**config.mk**
```make
export PLATFORM = sky130hd
export DESIGN_NAME = reg_serialsniff
export DESIGN_NICKNAME = d
export VERILOG_FILES = /design/src/rtl/serialsniff_pkg.sv /design/src/rtl/reg_serialsniff_uart_rx.sv /design/src/rtl/reg_serialsniff.sv
export SDC_FILE = /design/constraint.sdc
export NUM_CORES = 1
export LEC_CHECK = 0
export BUFFER_PORTS_ARGS = -buffer_cell sky130_fd_sc_hd__buf_4
export CAP_MARGIN = 10
export CORE_AREA = 2 2 203 205
export CTS_CLUSTER_SIZE = 28
export DETAILED_ROUTE_END_ITERATION = 10
export DIE_AREA = 0 0 205 207
export GPL_ROUTABILITY_DRIVEN = 1
export PLACE_DENSITY = 0.37
export SYNTH_ARGS = -nofsm -noshare
export SYNTH_HDL_FRONTEND = slang
export SYNTH_SLANG_ARGS = --single-unit
```
**constraint.sdc**
```tcl
create_clock -name clk -period 4 [get_ports clk]
set_clock_uncertainty 0.05 [all_clocks]
set_input_delay 0.8 -clock clk [delete_from_list [all_inputs] [get_ports clk]]
set_output_delay 0.8 -clock clk [all_outputs]
set_load 0.1 [all_outputs]
```
**src/rtl/serialsniff_pkg.sv**
```systemverilog
// Shared types and constants for the register-bus UART sniffer.
package serialsniff_pkg;

  typedef enum logic [1:0] {
    RX_IDLE,
    RX_START,
    RX_DATA,
    RX_STOP
  } rx_state_t;

  localparam logic [15:0] CFG_DIV_LO = 16'd0;
  localparam logic [15:0] CFG_DIV_HI = 16'd1;
  localparam logic [15:0] CFG_CTRL   = 16'd2;
  localparam logic [15:0] CFG_STATUS = 16'd3;
  localparam logic [15:0] CFG_MATCH  = 16'd4;

  localparam logic [15:0] DAT_COUNT = 16'd0;
  localparam logic [15:0] DAT_HEAD  = 16'd1;

  localparam int CTRL_ENABLE   = 0;
  localparam int CTRL_SRC      = 1;
  localparam int CTRL_FLUSH    = 2;
  localparam int CTRL_MATCH_EN = 3;

  localparam int STAT_EMPTY    = 0;
  localparam int STAT_FULL     = 1;
  localparam int STAT_OVERFLOW = 2;
  localparam int STAT_FERR     = 3;

  localparam logic [15:0] HYPLEN_CFG  = 16'd5;
  localparam logic [15:0] HYPLEN_DATA = 16'd2;

  localparam logic [15:0] MIN_DIVISOR = 16'd4;

endpackage

```
**src/rtl/reg_serialsniff_uart_rx.sv**
```systemverilog
// 8N1 receiver: 2-flop synchronizer on the selected target line, then a
// mid-bit sampling FSM. Emits one-cycle data_valid / frame_err pulses.
module uart_rx_core
  import serialsniff_pkg::*;
(
  input  logic        clk,
  input  logic        reset_i,
  input  logic        rx_io1,
  input  logic        rx_io2,
  input  logic        src,
  input  logic        enable,
  input  logic [15:0] divisor,
  output logic        data_valid,
  output logic [7:0]  data,
  output logic        frame_err
);

  logic       sync_p0, sync_p1, sync_p2;
  rx_state_t  state;
  logic [15:0] cnt;
  logic [2:0]  bit_idx;
  logic [7:0]  shreg;
  logic        line, fall, run_ok, sample;

  assign line   = sync_p1;
  assign fall   = sync_p2 & ~sync_p1;
  assign run_ok = enable && (divisor >= MIN_DIVISOR);
  assign sample = (cnt == 16'd0);
  assign data   = shreg;

  // Stage p0/p1: synchronizer; p2 holds the previous level for edge detect
  always_ff @(posedge clk) begin
    if (reset_i) begin
      sync_p0 <= 1'b1;
      sync_p1 <= 1'b1;
      sync_p2 <= 1'b1;
    end else begin
      sync_p0 <= src ? rx_io2 : rx_io1;
      sync_p1 <= sync_p0;
      sync_p2 <= sync_p1;
    end
  end

  always_ff @(posedge clk) begin
    if (reset_i) begin
      state      <= RX_IDLE;
      cnt        <= 16'd0;
      bit_idx    <= 3'd0;
      data_valid <= 1'b0;
      frame_err  <= 1'b0;
    end else begin
      data_valid <= 1'b0;
      frame_err  <= 1'b0;
      if (!run_ok) begin
        state <= RX_IDLE;
      end else begin
        case (state)
          RX_IDLE: begin
            if (fall) begin
              state <= RX_START;
              cnt   <= divisor >> 1;
            end
          end
          RX_START: begin
            if (sample) begin
              if (!line) begin
                state   <= RX_DATA;
                cnt     <= divisor - 16'd1;
                bit_idx <= 3'd0;
              end else begin
                state <= RX_IDLE;
              end
            end else begin
              cnt <= cnt - 16'd1;
            end
          end
          RX_DATA: begin
            if (sample) begin
              cnt <= divisor - 16'd1;
              if (bit_idx == 3'd7) state <= RX_STOP;
              bit_idx <= bit_idx + 3'd1;
            end else begin
              cnt <= cnt - 16'd1;
            end
          end
          RX_STOP: begin
            if (sample) begin
              data_valid <= line;
              frame_err  <= ~line;
              state      <= RX_IDLE;
            end else begin
              cnt <= cnt - 16'd1;
            end
          end
          default: state <= RX_IDLE;
        endcase
      end
    end
  end

  // Data shift register, LSB arrives first
  always_ff @(posedge clk) begin
    if (run_ok && (state == RX_DATA) && sample) shreg <= {line, shreg[7:1]};
  end

endmodule

```
**src/rtl/reg_serialsniff.sv**
```systemverilog
// Register-bus UART sniffer: config/status registers, receive FIFO drained
// by the host, and a byte-match trigger pulse.
module reg_serialsniff
  import serialsniff_pkg::*;
#(
  parameter logic [5:0] CFG_ADDR   = 6'd52,
  parameter logic [5:0] DATA_ADDR  = 6'd53,
  parameter int         FIFO_DEPTH = 16
) (
  input  logic        clk,
  input  logic        reset_i,
  input  logic [5:0]  reg_address,
  input  logic [15:0] reg_bytecnt,
  input  logic [7:0]  reg_datai,
  output logic [7:0]  reg_datao,
  input  logic [15:0] reg_size,
  input  logic        reg_read,
  input  logic        reg_write,
  input  logic        reg_addrvalid,
  input  logic [5:0]  reg_hypaddress,
  output logic [15:0] reg_hyplen,
  output logic        reg_stream,
  input  logic        rx_io1,
  input  logic        rx_io2,
  output logic        trigger_o
);

  localparam int AW = $clog2(FIFO_DEPTH);

  logic [15:0] divisor;
  logic        enable, src, match_en;
  logic [7:0]  match;

  logic [7:0]    mem [FIFO_DEPTH];
  logic [AW-1:0] wr_ptr, rd_ptr;
  logic [AW:0]   count;
  logic          overflow, ferr;

  logic       rx_valid, rx_ferr;
  logic [7:0] rx_data;
  logic       cfg_hit, dat_hit, cfg_wr, flush, empty, full, pop, push;
  logic       unused_reg_size;

  function automatic logic [7:0] sat_u8(input logic [AW:0] c);
    logic [31:0] w;
    w = 32'(c);
    return (w > 32'd255) ? 8'hFF : w[7:0];
  endfunction

  uart_rx_core u_rx (
    .clk        (clk),
    .reset_i    (reset_i),
    .rx_io1     (rx_io1),
    .rx_io2     (rx_io2),
    .src        (src),
    .enable     (enable),
    .divisor    (divisor),
    .data_valid (rx_valid),
    .data       (rx_data),
    .frame_err  (rx_ferr)
  );

  assign unused_reg_size = ^reg_size;
  assign reg_stream      = 1'b0;

  assign cfg_hit = reg_addrvalid && (reg_address == CFG_ADDR);
  assign dat_hit = reg_addrvalid && (reg_address == DATA_ADDR);
  assign cfg_wr  = reg_write && cfg_hit;
  assign flush   = cfg_wr && (reg_bytecnt == CFG_CTRL) && reg_datai[CTRL_FLUSH];
  assign empty   = (count == '0);
  assign full    = (count == (AW+1)'(FIFO_DEPTH));
  assign pop     = reg_read && dat_hit && (reg_bytecnt == DAT_HEAD) && !empty;
  // Pop frees a slot in the same cycle, so a full FIFO can still accept
  assign push    = rx_valid && !flush && (!full || pop);

  assign trigger_o = rx_valid && match_en && (rx_data == match);

  always_ff @(posedge clk) begin
    if (reset_i) begin
      divisor  <= 16'd0;
      enable   <= 1'b0;
      src      <= 1'b0;
      match_en <= 1'b0;
      match    <= 8'h00;
    end else if (cfg_wr) begin
      case (reg_bytecnt)
        CFG_DIV_LO: divisor[7:0]  <= reg_datai;
        CFG_DIV_HI: divisor[15:8] <= reg_datai;
        CFG_CTRL: begin
          enable   <= reg_datai[CTRL_ENABLE];
          src      <= reg_datai[CTRL_SRC];
          match_en <= reg_datai[CTRL_MATCH_EN];
        end
        CFG_MATCH: match <= reg_datai;
        default: ;
      endcase
    end
  end

  always_ff @(posedge clk) begin
    if (reset_i || flush) begin
      wr_ptr   <= '0;
      rd_ptr   <= '0;
      count    <= '0;
      overflow <= 1'b0;
      ferr     <= 1'b0;
    end else begin
      if (push) wr_ptr <= wr_ptr + AW'(1);
      if (pop)  rd_ptr <= rd_ptr + AW'(1);
      if (push && !pop)      count <= count + (AW+1)'(1);
      else if (!push && pop) count <= count - (AW+1)'(1);
      if (rx_valid && !push) overflow <= 1'b1;
      if (rx_ferr) ferr <= 1'b1;
    end
  end

  always_ff @(posedge clk) begin
    if (push) mem[wr_ptr] <= rx_data;
  end

  always_comb begin
    reg_datao = 8'h00;
    if (cfg_hit) begin
      case (reg_bytecnt)
        CFG_DIV_LO: reg_datao = divisor[7:0];
        CFG_DIV_HI: reg_datao = divisor[15:8];
        CFG_CTRL:   reg_datao = {4'b0, match_en, 1'b0, src, enable};
        CFG_STATUS: reg_datao = {4'b0, ferr, overflow, full, empty};
        CFG_MATCH:  reg_datao = match;
        default:    reg_datao = 8'h00;
      endcase
    end else if (dat_hit) begin
      case (reg_bytecnt)
        DAT_COUNT: reg_datao = sat_u8(count);
        DAT_HEAD:  reg_datao = empty ? 8'h00 : mem[rd_ptr];
        default:   reg_datao = 8'h00;
      endcase
    end
  end

  always_comb begin
    reg_hyplen = 16'd0;
    if (reg_hypaddress == CFG_ADDR)       reg_hyplen = HYPLEN_CFG;
    else if (reg_hypaddress == DATA_ADDR) reg_hyplen = HYPLEN_DATA;
  end

endmodule

```
==> flow_summary.json, run 1 <==
{
  "seq_area_frac_synth": 0.555,
  "io-pin-count": 85,
  "antenna_found_initial": 0,
  "placedCellCount": 1364,
  "endpoint_kind": "output pin",
  "core_area_um2": 40400,
  "fin_crit_ps": 3790,
  "die_h_um": 207,
  "grt_max_degree": 34,
  "vias_per_cell": 4.71,
  "avgSynthCellArea_um2": 12.6,
  "synth_area_leaders": "edfxtp_1 41%, dfxtp_1 14%, mux4_2 7.9%",
  "vias": 6625,
  "drt_first_pass_iters": 6,
  "path_buf_inv": 2,
  "netlist_instances": 790,
  "place_congestion": 0.753,
  "ys_warn_count": 0,
  "cts.htree.levels": 1,
  "required_ps": 3150,
  "post_cts_buffers": 0,
  "reg2reg_slack_ps": 630,
  "synth_ff_type": "edfxtp_1",
  "power_density_nw_per_um2": 390,
  "root_buffer": "clkbuf_16",
  "cts_tree": "yes",
  "drv_cap": 0,
  "dp_slack_ps": 181,
  "setup_viol": 0,
  "worstPathMaxFanout": 32,
  "cp_slowest_cell": "mux4_2",
  "crit_type": "flop to output pin",
  "yosys-top-cells-count": "136 x edfxtp_1, 80 x nor2_1, 72 x dfxtp_1",
  "remaining_drc_errors": 0,
  "ir_worst_vdd_uv": 272,
  "wl_um": 29100,
  "fmax_mhz": 264,
  "yosys.cell_count.top_type": "edfxtp_1",
  "netlist.area_leader.share": 0.411,
  "path_delay_family": "multiplexers",
  "hold_class": "flop to flop",
  "fillers": 4132,
  "n_antenna_cell": 0,
  "layout.nets": 938,
  "fin_crit_sh": 0.948,
  "start_kind": "flop",
  "drtIter0Drc": 424,
  "finalNonFillerCells": 1408,
  "ant_nets": 0,
  "overflow": 0,
  "fin_util": 0.296,
  "path_clk_slew_ps": 60,
  "drive_gt1_frac": 0.224,
  "yosysTopAreaCell": "edfxtp_1",
  "status": "finished clean",
  "cts.sinks": 208,
  "grt_pass1_vias": 6712,
  "synthesis.area_um2": 9950,
  "synth_seq_cells": 208,
  "worstMarginPinSlew_ps": 724,
  "slowest_delay_ps": 580,
  "hpwl_um": 19700,
  "crit_top_cell": "mux4_2",
  "yosys.cell_types.count": 73,
  "leakage_nw": 4.00,
  "post_drt_wl_per_cell_um": 20.6,
  "slew_viol_final": 0,
  "cts_inserted_buffers": 26,
  "io_buffers": 54,
  "clk_path_buf_depth": 3,
  "clock_latency_ps": 550,
  "final-hold-violation-count": 0,
  "die_area_um2": 42400,
  "path_cells": "buf_12, mux4_2, mux4_2, a22oi_1, o22ai_2, buf_4",
  "synth-async-reset-ratio": 0,
  "critPathArrivalTime_ps": 2940,
  "grt_pass1_wl_um": 43400,
  "start_util": 0.246,
  "cts-resized-gates": 0,
  "rsz0062_at_grt": "false",
  "synth_enable_flop_cells": 136,
  "ctsHoldBuffers": 0,
  "rows": 74,
  "area_growth_syn_to_layout_pct": 20.0,
  "max_slew_margin": 0.511,
  "grt.total_usage": 0.137,
  "layout_setup_ws_ps": 207,
  "die_w_um": 205
}
[kinds of logic after synthesis]
kind of cell	share of synthesized area
and+or+nand+nor	0.133
DFF	0.555
AOI/OAI and AO/OA	0.0850
muxes	0.129
buffers and inverters	0.0404
xor gates and xnor gates	0.0317
adders and majority gates	0.0247
other	0.000377
[routing by layer]
metal  global-route usage  up-vias  part of all wire
met5                    0        -                 0
met1                0.191     3321              0.47
li1                     -     3155                 -
met4               0.0300        0             0.013
met2                0.224      116              0.48
met3               0.0201       33             0.041
[cell type report]
class / instances / area (um^2) / area share
Multi-Input combinational cell: 513 / 4160 / 0.349
Sequential cell: 208 / 5530 / 0.463
Inverter: 24 / 90.1 / 0.00755
Timing Repair Buffer: 87 / 678 / 0.0568
Tap cell: 532 / 666 / 0.0558
Clock inverter: 13 / 143 / 0.0119
Clock buffer: 31 / 669 / 0.0561
[sequential cells by signal (all words and copies together) (netlist names), 3 cells and up, named ones only]
name	flops
rd_ptr	4
wr_ptr	4
u_rx.cnt	16
divisor	16
u_rx.data	8
u_rx.bit_idx	3
mem	128
match	8
count	5
[worst paths after layout]
kind,cells past startpoint,to,from
worst max register to register,12,count[4],count[0]
worst min register to register,1,u_rx.line,u_rx.sync_p0
worst min-delay path,1,u_rx.line,u_rx.sync_p0
worst max-delay path,6,reg_datao[2],flop
[where the power goes]
group	internal [mW]	switching [mW]
registers	2.26	0.000968
clock network	1.32	0.936
logic	0.0375	0.101
total	3.62	1.04
[cells in the final DEF, fill, tap and decap left out, types with 10 or more instances in the layout]
master and n:
edfxtp_1 136, buf_4 85, nor2_1 78, dfxtp_1 71
mux2i_1 43, mux4_2 35, xnor2_1 31, nand3_1 28
clkbuf_16 26, inv_1 24, a21oi_1 23, nand2_1 18
ha_1 18, nor3_1 16, nand4_1 15, and3_1 15
conb_1 14, a211oi_1 13, o21ai_0 10
[through the flow]
stage | instance area (um^2) | setup TNS (ps) | power [mW] | hold WS, ps
6_report | 11900 | 0 | 4.66 | 365
5_1_grt | 11900 | 0 | 4.81 | 400
4_1_cts | 11900 | 0 | 4.73 | 371
3_5_place_dp | 11100 | 0 | 2.45 | 353
3_3_place_gp | 11100 | 0 | 2.45 | 357
2_1_floorplan | 10100 | -124 | 2.41 | 339
Note: power is estimated with default switching activity, not from simulation.
==> run 2: changes to the inputs <==
--- a/config.mk
+++ b/config.mk
@@ -12,7 +12,7 @@
 export DETAILED_ROUTE_END_ITERATION = 10
 export DIE_AREA = 0 0 205 207
 export GPL_ROUTABILITY_DRIVEN = 1
-export PLACE_DENSITY = 0.37
+export PLACE_DENSITY = 0.36
 export SYNTH_ARGS = -nofsm -noshare
 export SYNTH_HDL_FRONTEND = slang
 export SYNTH_SLANG_ARGS = --single-unit
==> constraint.sdc (replaced) <==
create_clock -name clk -period 3.6 [get_ports clk]
set_clock_uncertainty 0.05 [all_clocks]
set_input_delay 0.72 -clock clk [delete_from_list [all_inputs] [get_ports clk]]
set_output_delay 0.72 -clock clk [all_outputs]
set_load 0.1 [all_outputs]
==> run 2 against run 1 <==
- clock-buffer cell count grew 2
- critical path depth grew 1
- cell count grew 2.8%
- highest routed layer unchanged
- register-to-register slack lost 270 ps
- largest power group is now the clock network
==> flow_summary.json, run 2 (synthesis gave the netlist of run 1 again) <==
{
  "status": "finished clean",
  "finalSetupTns_ps": 0,
  "final_cell_mix": "136 x edfxtp_1, 112 x buf_4, 78 x nor2_1",
  "die_w_um": 205,
  "worstMarginPinSlew_ps": 642,
  "clock_power_share": 0.492,
  "remaining_drc_errors": 0,
  "cts_inserted_buffers": 26,
  "largest_register_ffs": 128,
  "critPathArrivalTime_ps": 2780,
  "final_common_cell": "edfxtp_1",
  "path_cells": "buf_12, buf_12, mux4_2, mux4_2, a22oi_2, o22ai_2, buf_8",
  "max_slew_margin": 0.566,
  "largest-register": "mem",
  "place_area_um2": 11400,
  "combPwrFrac": 0.030,
  "layout_setup_ws_ps": 49.3,
  "slew_viol_final": 0,
  "path_delay_family": "multiplexers",
  "wl_um": 28700,
  "setup_viol": 0,
  "io_buffers": 54,
  "cts.sinks": 208,
  "layout.nets": 974,
  "reg_top3": "mem (128), divisor (16), u_rx.cnt (16)",
  "vias_per_cell": 4.65,
  "hold_depth": 2,
  "fmax_mhz": 282,
  "place_congestion": 0.777,
  "hold_class": "primary input to flop",
  "vias": 6738,
  "grt_pass1_vias": 6999,
  "area_growth_syn_to_layout_pct": 25.0,
  "clock_latency_ps": 550,
  "overflow": 0,
  "antenna_found_initial": 0,
  "grt.total_usage": 0.137,
  "final-hold-violation-count": 0,
  "drt_first_pass_iters": 5,
  "endpoint_kind": "output pin",
  "die_area_um2": 42400,
  "sw_frac_of_total": 0.218,
  "rows": 74,
  "drv_cap": 0,
  "post_drt_wl_per_cell_um": 19.8,
  "fillers": 4179,
  "cp_slowest_cell": "mux4_2",
  "p_seq_frac": 0.478,
  "fin_crit_sh": 0.986,
  "grt_pass1_wl_um": 44000,
  "slowest_delay_ps": 510,
  "power_density_nw_per_um2": 423,
  "crit_type": "flop to output pin",
  "required_ps": 2830,
  "drive_gt1_frac": 0.269,
  "hpwl_um": 20200,
  "cts_tree": "yes",
  "clk_path_buf_depth": 3,
  "start_kind": "flop",
  "start_util": 0.246,
  "path_buf_inv": 3,
  "grt_max_degree": 40,
  "die_h_um": 207,
  "drtIter0Drc": 347,
  "fin_crit_ps": 3550,
  "core_area_um2": 40400,
  "worstPathMaxFanout": 8,
  "leakage_nw": 4.25,
  "p_int_mw": 4.11,
  "n_antenna_cell": 0,
  "root_buffer": "clkbuf_16",
  "io-pin-count": 85,
  "p_switching_mw": 1.14,
  "dp_slack_ps": -72.5,
  "r2r_cells": 12,
  "design_area_um2": 12400,
  "cp.depth": 7,
  "ir_worst_vdd_uv": 290,
  "rsz0062_at_grt": "true",
  "ctsHoldBuffers": 0,
  "ant_nets": 0,
  "cts.htree.levels": 1,
  "path_clk_slew_ps": 60
}
run 2: cell type report:
class                           instances  area [um^2]  area share
Clock buffer                           33          677      0.0544
Clock inverter                         15          183      0.0147
Inverter                               24         90.1     0.00724
Multi-Input combinational cell        513         4240       0.341
Sequential cell                       208         5530       0.445
Tap cell                              532          666      0.0535
Timing Repair Buffer                  123         1050      0.0843
run 2: timing repair:
action / in CTS / in global routing
gates resized for setup: 17 / 10
buffers inserted: 2 / 2
pin swaps: 1 / 4
endpoints found under the setup margin: 6 / 5
gates cloned: 2 / 0
run 2: worst paths after layout:
kind	endpoint	slack [ps]	start
worst min-delay path	u_rx.sync_p0	340	rx_io2
worst max register to register	count[4]	360	count[2]
worst min register to register	ferr	390	u_rx.frame_err
worst max-delay path	reg_datao[2]	50	flop
run 2: metrics by stage:
| stage | power, mW | util | std cells | hold slack, ps |
|---|---|---|---|---|
| 2_1_floorplan | 2.67 | - | 803 | 339 |
| 4_1_cts | 5.36 | 0.307 | 1446 | 308 |
| 3_5_place_dp | 2.72 | 0.282 | 1394 | 392 |
| 6_report | 5.26 | 0.308 | 1448 | 336 |
| 5_1_grt | 5.45 | 0.308 | 1448 | 320 |
| 3_3_place_gp | 2.72 | 0.282 | 1394 | 379 |
run 2: per-layer routing:
metal	track usage	up-vias	wire length [um]	part of all wire
met4	0.0377	0	780	0.027
met3	0.0209	44	935	0.033
li1	-	3230	-	-
met2	0.224	102	13800	0.48
met1	0.187	3362	13200	0.46
met5	0	-	0	0
run 2: power groups by stage:
stage               sequential [mW]  clock [mW]  combinational [mW]
floorplan                      2.56           0               0.109
global placement               2.57           0               0.157
detailed placement             2.57           0               0.157
CTS                            2.51        2.68               0.157
global route                   2.51        2.77               0.166
finish                         2.51        2.59               0.156
run 2: worst reg2reg max path, delay by kind of cell, from the launching register on:
family                     cells  cell delay (ps)
AOI/OAI and AO/OA              5             1060
adders and majority gates      2              460
buffers and inverters          1              120
and+or+nand+nor                3             1030
DFF                            1              370
xor gates and xnor gates       1               90
==> run 3: changes to the inputs <==
--- a/config.mk
+++ b/config.mk
@@ -12,7 +12,7 @@
 export DETAILED_ROUTE_END_ITERATION = 10
 export DIE_AREA = 0 0 205 207
 export GPL_ROUTABILITY_DRIVEN = 1
-export PLACE_DENSITY = 0.36
+export PLACE_DENSITY = 0.39
 export SYNTH_ARGS = -nofsm -noshare
 export SYNTH_HDL_FRONTEND = slang
 export SYNTH_SLANG_ARGS = --single-unit
==> run 3 against run 2 <==
- first-iteration DRC count up 12%
- die area unchanged
- sequential power about the same
- via count down 3.1%
- total power down 1.6%
- cell area down 1.8%
- critical path type unchanged
==> flow_summary.json, run 3 (synthesis gave the netlist of run 1 again) <==
{
  "die_h_um": 207,
  "sw_frac_of_total": 0.219,
  "layout_setup_ws_ps": 111,
  "vias_per_cell": 4.57,
  "drtIter0Drc": 388,
  "cts.htree.levels": 1,
  "antenna_found_initial": 0,
  "endpoint_kind": "output pin",
  "drv_cap": 0,
  "crit-reg2reg-launch": "count[2]",
  "combPwrFrac": 0.030,
  "post_cts_buffers": 0,
  "root_buffer": "clkbuf_16",
  "p_seq_frac": 0.486,
  "slew_viol_final": 0,
  "rsz0062_at_grt": "false",
  "dp_slack_ps": -92.9,
  "core_area_um2": 40400,
  "start_util": 0.246,
  "hold_end": "u_rx.sync_p0",
  "clock_latency_ps": 550,
  "required_ps": 2830,
  "largest-register": "mem",
  "reg_top3": "mem (128), divisor (16), u_rx.cnt (16)",
  "grt.total_usage": 0.129,
  "r2r_cells": 12,
  "fmax_mhz": 287,
  "leakage_nw": 4.14,
  "clock_power_share": 0.484,
  "overflow": 0,
  "status": "finished clean",
  "slowest_delay_ps": 540,
  "path_cells": "buf_12, mux4_2, mux4_2, nand3_1, o211ai_1, buf_4, buf_12",
  "hp-start": "rx_io2",
  "reg2reg_slack_ps": 370,
  "cts_tree": "yes",
  "placedCellCount": 1382,
  "fin_crit_sh": 0.969,
  "cts.sinks": 208,
  "p_switching_mw": 1.13,
  "final-hold-violation-count": 0,
  "worstMarginPinSlew_ps": 736,
  "start_kind": "flop",
  "grt_pass1_wl_um": 42400,
  "rows": 74,
  "die_w_um": 205,
  "largest_register_ffs": 128,
  "path_clk_slew_ps": 60,
  "ant_nets": 0,
  "crit_type": "flop to output pin",
  "path_delay_family": "multiplexers",
  "p_int_mw": 4.04,
  "hold_class": "primary input to flop",
  "n_antenna_cell": 0,
  "remaining_drc_errors": 0,
  "finalNonFillerCells": 1428,
  "setup_viol": 0,
  "final_cell_mix": "136 x edfxtp_1, 100 x buf_4, 78 x nor2_1",
  "vias": 6528,
  "ctsHoldBuffers": 0,
  "drt_first_pass_iters": 5,
  "post_drt_wl_per_cell_um": 19.0,
  "die_area_um2": 42400,
  "io_buffers": 54,
  "critPathArrivalTime_ps": 2720,
  "fin_crit_ps": 3490,
  "power_density_nw_per_um2": 424,
  "cts_inserted_buffers": 24,
  "final_common_cell": "edfxtp_1",
  "hold_depth": 2,
  "layout.nets": 956,
  "grt_max_degree": 61,
  "drive_gt1_frac": 0.251,
  "max_slew_margin": 0.503,
  "fillers": 4155,
  "io-pin-count": 85,
  "ir_worst_vdd_uv": 334,
  "worstPathMaxFanout": 8,
  "place_congestion": 0.755,
  "grt_pass1_vias": 6898,
  "hpwl_um": 19200,
  "area_growth_syn_to_layout_pct": 22.8,
  "clk_path_buf_depth": 3,
  "wl_um": 27100,
  "path_buf_inv": 3,
  "cp_slowest_cell": "mux4_2",
  "rr_endpoint": "count[4]"
}
run 3: how the worst max path moves through the flow:
stage | from | to | depth (start not counted)
after floorplan | reg_bytecnt[9] | reg_datao[4] | 5
after global placement | reg_address[1] | count[4] | 13
after detailed placement | reg_address[1] | count[4] | 13
after CTS | flop | reg_datao[4] | 7
after global routing | flop | reg_datao[4] | 7
final | flop | reg_datao[4] | 7
run 3: power by group through the flow:
stage / Sequential (mW) / Clock, mW / Combinational [mW]
finish: 2.51 / 2.50 / 0.156
global route: 2.51 / 2.68 / 0.165
CTS: 2.51 / 2.59 / 0.158
detailed placement: 2.57 / 0 / 0.157
global placement: 2.57 / 0 / 0.156
floorplan: 2.56 / 0 / 0.109
run 3: cell type report:
class,count,area [um^2],area share
inverters,24,90.1,0.00738
well taps,532,666,0.0545
clock buffers,30,643,0.0527
repair buffers,107,888,0.0727
flip-flops and latches,208,5530,0.453
clock inverters,14,164,0.0134
multi-input cells,513,4230,0.347
run 3: repair_timing:
| action | in CTS | in global routing |
|---|---|---|
| pin swaps | 0 | 4 |
| gates resized for setup | 12 | 5 |
| endpoints found under the setup margin | 5 | 6 |
| cloned | 2 | 0 |
run 3: layer usage:
metal / global-route usage / vias to the layer above / wire length (um)
li1: - / 3193 / -
met1: 0.171 / 3213 / 12400
met2: 0.221 / 89 / 13400
met3: 0.0203 / 33 / 807
met4: 0.0300 / 0 / 561
met5: 0 / - / 0
run 3: through the flow:
step	TNS, ps	hold WS (ps)	cell area, um^2	utilization	power [mW]
2_1_floorplan	-364	339	10100	-	2.67
3_5_place_dp	-160	416	11300	0.280	2.72
5_1_grt	0	330	12200	0.303	5.36
6_report	0	342	12200	0.303	5.17
4_1_cts	-32.3	320	12200	0.302	5.26
3_3_place_gp	-196	408	11300	0.280	2.72
